[config.mk]
export PLATFORM = sky130hd
export DESIGN_NAME = gpu_prog_ctrl
export DESIGN_NICKNAME = d
export VERILOG_FILES = /design/src/rtl/gpu_prog_ctrl.sv
export SDC_FILE = /design/constraint.sdc
export NUM_CORES = 1
export LEC_CHECK = 0
export ABC_AREA = 0
export BUFFER_PORTS_ARGS = -buffer_cell sky130_fd_sc_hd__clkbuf_2
export CAP_MARGIN = 40
export CORE_AREA = 2 2 99 101
export DETAILED_ROUTE_END_ITERATION = 10
export DIE_AREA = 0 0 101 103
export MAX_ROUTING_LAYER = met4
export PLACE_DENSITY = 0.73
export REMOVE_ABC_BUFFERS = 1
export SYNTH_ARGS = -nofsm -noshare
export SYNTH_HDL_FRONTEND = slang
export SYNTH_SLANG_ARGS = --single-unit
[constraint.sdc]
create_clock -name clk -period 2.2 [get_ports clk]
set_clock_uncertainty 0.1 [all_clocks]
set_input_delay 0.22 -clock clk [delete_from_list [all_inputs] [get_ports clk]]
set_output_delay 0.22 -clock clk [all_outputs]
set_load 0.02 [all_outputs]
[src/rtl/gpu_prog_ctrl.sv]
// gpu_prog_ctrl: streams a host program into instruction memory while the
// GPU is held in reset, then releases the GPU and watches for HALT or a
// watchdog expiry before putting it back into reset.
module gpu_prog_ctrl #(
    parameter int          ADDR_W  = 7,
    parameter int          DEPTH   = 128,
    parameter logic [31:0] TIMEOUT = 32'd1_000_000
) (
    input  logic              clk,
    input  logic              reset,
    input  logic              load_start,
    input  logic              load_valid,
    input  logic [31:0]       load_data,
    input  logic              load_last,
    output logic              load_ready,
    input  logic              run_start,
    input  logic              abort,
    input  logic              gpu_halted,
    output logic              imem_we,
    output logic [ADDR_W-1:0] imem_addr,
    output logic [31:0]       imem_data,
    output logic              gpu_rst,
    output logic              busy,
    output logic              done,
    output logic              timeout,
    output logic              err,
    output logic [ADDR_W:0]   prog_len,
    output logic [31:0]       run_cycles
);

    typedef enum logic [2:0] {
        S_IDLE,
        S_LOAD,
        S_READY,
        S_RUN,
        S_DONE
    } state_t;

    localparam logic [ADDR_W:0] LAST_ADDR = (ADDR_W+1)'(DEPTH - 1);
    localparam logic [ADDR_W:0] PTR_ONE   = (ADDR_W+1)'(1);

    state_t          state;
    state_t          state_nxt;
    logic [ADDR_W:0] wr_ptr;
    logic            first_run;
    logic            accept;
    logic            load_end;
    logic            wd_expired;
    logic            enter_load;
    logic            enter_run;

    // load_ready, busy, done and gpu_rst all come straight from the state register
    assign load_ready = (state == S_LOAD);
    assign busy       = (state == S_LOAD) || (state == S_RUN);
    assign done       = (state == S_DONE);
    assign gpu_rst    = (state != S_RUN);

    // a word is accepted unless a restart or abort in the same cycle discards it
    assign accept     = load_ready && load_valid && !load_start && !abort;
    assign load_end   = accept && (load_last || (wr_ptr == LAST_ADDR));
    assign wd_expired = (run_cycles == TIMEOUT);
    assign enter_load = !abort && load_start && (state != S_RUN);
    assign enter_run  = (state != S_RUN) && (state_nxt == S_RUN);

    // next-state selection; abort beats load_start beats run_start beats halt/watchdog
    always_comb begin
        state_nxt = state;
        if (abort) begin
            state_nxt = S_IDLE;
        end else begin
            case (state)
                S_IDLE: begin
                    if (load_start) state_nxt = S_LOAD;
                end
                S_LOAD: begin
                    if (load_start)    state_nxt = S_LOAD;
                    else if (load_end) state_nxt = S_READY;
                end
                S_READY, S_DONE: begin
                    if (load_start)     state_nxt = S_LOAD;
                    else if (run_start) state_nxt = S_RUN;
                end
                S_RUN: begin
                    if (wd_expired)                     state_nxt = S_DONE;
                    else if (gpu_halted && !first_run)  state_nxt = S_DONE;
                end
                default: state_nxt = S_IDLE;
            endcase
        end
    end

    // state register plus the load datapath, run counter and sticky flags
    always_ff @(posedge clk) begin
        if (reset) begin
            state      <= S_IDLE;
            wr_ptr     <= '0;
            first_run  <= 1'b0;
            imem_we    <= 1'b0;
            imem_addr  <= '0;
            imem_data  <= '0;
            timeout    <= 1'b0;
            err        <= 1'b0;
            prog_len   <= '0;
            run_cycles <= '0;
        end else begin
            state   <= state_nxt;
            imem_we <= 1'b0;

            if (enter_load) begin
                wr_ptr <= '0;
                if (state == S_IDLE) begin
                    prog_len <= '0;
                    err      <= 1'b0;
                end
            end

            if (state == S_IDLE && run_start && !load_start && !abort) begin
                err <= 1'b1;
            end

            if (accept) begin
                imem_we   <= 1'b1;
                imem_addr <= wr_ptr[ADDR_W-1:0];
                imem_data <= load_data;
                wr_ptr    <= wr_ptr + PTR_ONE;
                if (load_end) begin
                    prog_len <= wr_ptr + PTR_ONE;
                end
            end

            if (enter_run) begin
                run_cycles <= '0;
                timeout    <= 1'b0;
                first_run  <= 1'b1;
            end else if (state == S_RUN && !abort) begin
                first_run <= 1'b0;
                if (wd_expired) begin
                    timeout <= 1'b1;
                end else begin
                    run_cycles <= run_cycles + 32'd1;
                end
            end
        end
    end

endmodule

==> results.json <==
{
  "status": "finished, violations left",
  "violations": "setup timing",
  "clk_latency_ns": 0.36,
  "first_global_vias": 3529,
  "slew_violations": 0,
  "synth_top_area_cell": "dfxtp_1",
  "fin_area_mm2": 0.00549,
  "multiInputGateArea_mm2": 0.00198,
  "crit_required_ns": 2.39,
  "async_flop_share_pct": 0,
  "worst_slack_ns": -0.0727,
  "cp-end-kind": "register",
  "worst_pin_slew_ns": 0.785,
  "drc_errors": 0,
  "die_w_um": 101,
  "synthTopCellsByArea": "dfxtp_1 (47%), nand2_1 (8.9%), a21oi_1 (6.9%), xor2_1 (6.8%), nor2_1 (4.1%)",
  "grt_max_degree": 58,
  "hold_class": "in -> reg",
  "synth_mux_area_share_pct": 0,
  "stdcell_count": 784,
  "hold_slack_ns": 0.0122,
  "die_area_mm2": 0.0104,
  "grt_pass1_wl_um": 16400,
  "overflow": 0,
  "dr.pass1.iters": 4,
  "ys_seq_area_share_pct": 46.9,
  "setup_viol": 36,
  "io_buffers": 125,
  "min_delay_path_depth": 3,
  "track_usage_pct": 20.1,
  "reg2reg_depth": 6,
  "synth_cell_types": 45,
  "slew_headroom_pct": 47.4,
  "h-tree-depth": 3,
  "arrival_ns": 2.47,
  "antenna_found_initial": 0,
  "yosys.area_share.simple_pct": 27.9,
  "yosysWarnings": 0,
  "placeableCoreArea_mm2": 0.00946,
  "cts_tree": "built",
  "numCtsBuffers": 9,
  "place_area_mm2": 0.00493,
  "crit_type": "reg -> reg",
  "hold_viol": 0,
  "synthFlopType": "dfxtp_1",
  "post-cts-setup-buffers": 0,
  "ioPinCount": 126,
  "syn-cell-area_mm2": 0.00402,
  "synth_edf_count": 0,
  "cp_max_fo": 16,
  "synth_top_cell_area_share_pct": 46.9,
  "p_total_mw": 3.04,
  "clock_sinks": 94,
  "syn_to_final_growth_pct": 36.7,
  "fin_crit_ns": 2.27,
  "via_per_inst": 5.15,
  "final_common_cell": "clkbuf_2",
  "synth_compound_area_share_pct": 12.2,
  "antenna_cells": 0,
  "synth_top_family_by_area": "simple AND/OR/NAND/NOR gates",
  "synth_seq_cells": 94,
  "peakVddDrop_v": 0.000248,
  "initial_core_util_pct": 42.4,
  "nets": 709,
  "clkTransAtPathRegs_ns": 0.09,
  "std_cell_rows": 36,
  "n_fill_cell": 849,
  "period_share_pct": 103,
  "via_count": 4037,
  "rsz0062_at_grt": "true",
  "syn_area_per_cell_um2": 8.19,
  "synthAdderAreaFrac_pct": 0.935,
  "drt_iter0_drc": 171,
  "synth_xor_area_share_pct": 7.85,
  "fmax_mhz": 440,
  "setup_tns_ns": -1.83,
  "regArea_mm2": 0.00188,
  "hpwl_um": 7480,
  "cts-root-buf": "clkbuf_8",
  "drive_gt1_share_pct": 28.8,
  "max-clock-path-buffers": 2,
  "wl_per_cell_um": 13.8,
  "dp_cells": 736,
  "layout_common_cells": "clkbuf_2 (125), nand2_1 (95), dfxtp_1 (94)",
  "cap_violations": 0,
  "final_util_pct": 58.0,
  "wirelength_um": 10800,
  "p_per_area_mw_per_mm2": 555,
  "gp_congestion": 0.854,
  "drtAntennaViolNets": 0,
  "die_height_um": 103,
  "cp-start-kind": "register",
  "netlist_instances": 490,
  "leakagePower_nw": 2.28,
  "post-place-ws_ns": -0.112
}
cell usage after synthesis (5+ instances only):
cell type and number:
xnor2_1 5, nor2_1 44, nor3_1 7, xor2_1 31
nand3_1 29, dfxtp_1 94, nand2_1 95, nand4_1 15
nor2_2 11, clkbuf_1 19, a21oi_1 55, inv_1 9
o21ai_0 9, nor4_1 7
kinds of logic (layout without fill, tap and decap cells):
family / after synthesis / in the layout
adder cells (fa/ha/maj): 3 / 3
XOR/XNOR: 36 / 36
AND/OR/NAND/NOR: 237 / 237
flip-flops: 94 / 94
buffers and inverters: 38 / 218
AO/OA/AOI/OAI: 82 / 82
timing repair:
action / in CTS / in global routing
pin swaps: 2 / 2
gates resized for setup: 3 / 3
gates cloned: 0 / 1
setup endpoints to repair: 36 / 36
hold endpoints to repair: 32 / 0
hold buffers: 32 / 0
final cells by class:
| type | count | share of cell area (%) |
|---|---|---|
| multi-input cells | 358 | 36.1 |
| repair buffers | 194 | 22.8 |
| inverters | 9 | 0.615 |
| clock inverters | 6 | 1.28 |
| well taps | 114 | 2.60 |
| clock buffers | 9 | 2.26 |
| flip-flops and latches | 94 | 34.3 |
where the power goes:
part / leakage [nW] / switching [mW] / total [mW] / internal, mW
sequential: 0.757 / 0.00423 / 1.71 / 1.71
combinational: 1.43 / 0.0991 / 0.195 / 0.0955
clock: 0.0936 / 0.611 / 1.14 / 0.529
final timing paths:
kind | from | end | slack, ns
worst max register to register | run_cycles[7]$_SDFFE_PP0P_ | run_cycles[10]$_SDFFE_PP0P_ | -0.07
worst min register to register | imem_data[2]$_SDFFE_PP0P_ | imem_data[2]$_SDFFE_PP0P_ | 0.36
worst min-delay path | load_data[10] | imem_data[10]$_SDFFE_PP0P_ | 0.01
worst max-delay path | run_cycles[7]$_SDFFE_PP0P_ | run_cycles[10]$_SDFFE_PP0P_ | -0.07
metal layers:
metal	part of all wire [%]	track usage, %
met1	46	25.5
met2	48	32.9
met3	5.0	3.25
met4	1.1	6.44
met5	0	-
flip-flops by register name, indices dropped and copies added (netlist names):
register	flops
imem_addr	7
state	3
err	1
run_cycles	32
timeout	1
first_run	1
prog_len	8
wr_ptr	8
imem_we	1
imem_data	32
critical path, cell delays in order, from the launching register on:
cell	delay (ns)
dfxtp_1	0.33
or4b_1	0.52
or4_4	0.58
o211ai_4	0.21
a32oi_4	0.17
clkbuf_16	0.22
nor2_1	0.10
Note: power is estimated with default switching activity, not from simulation.
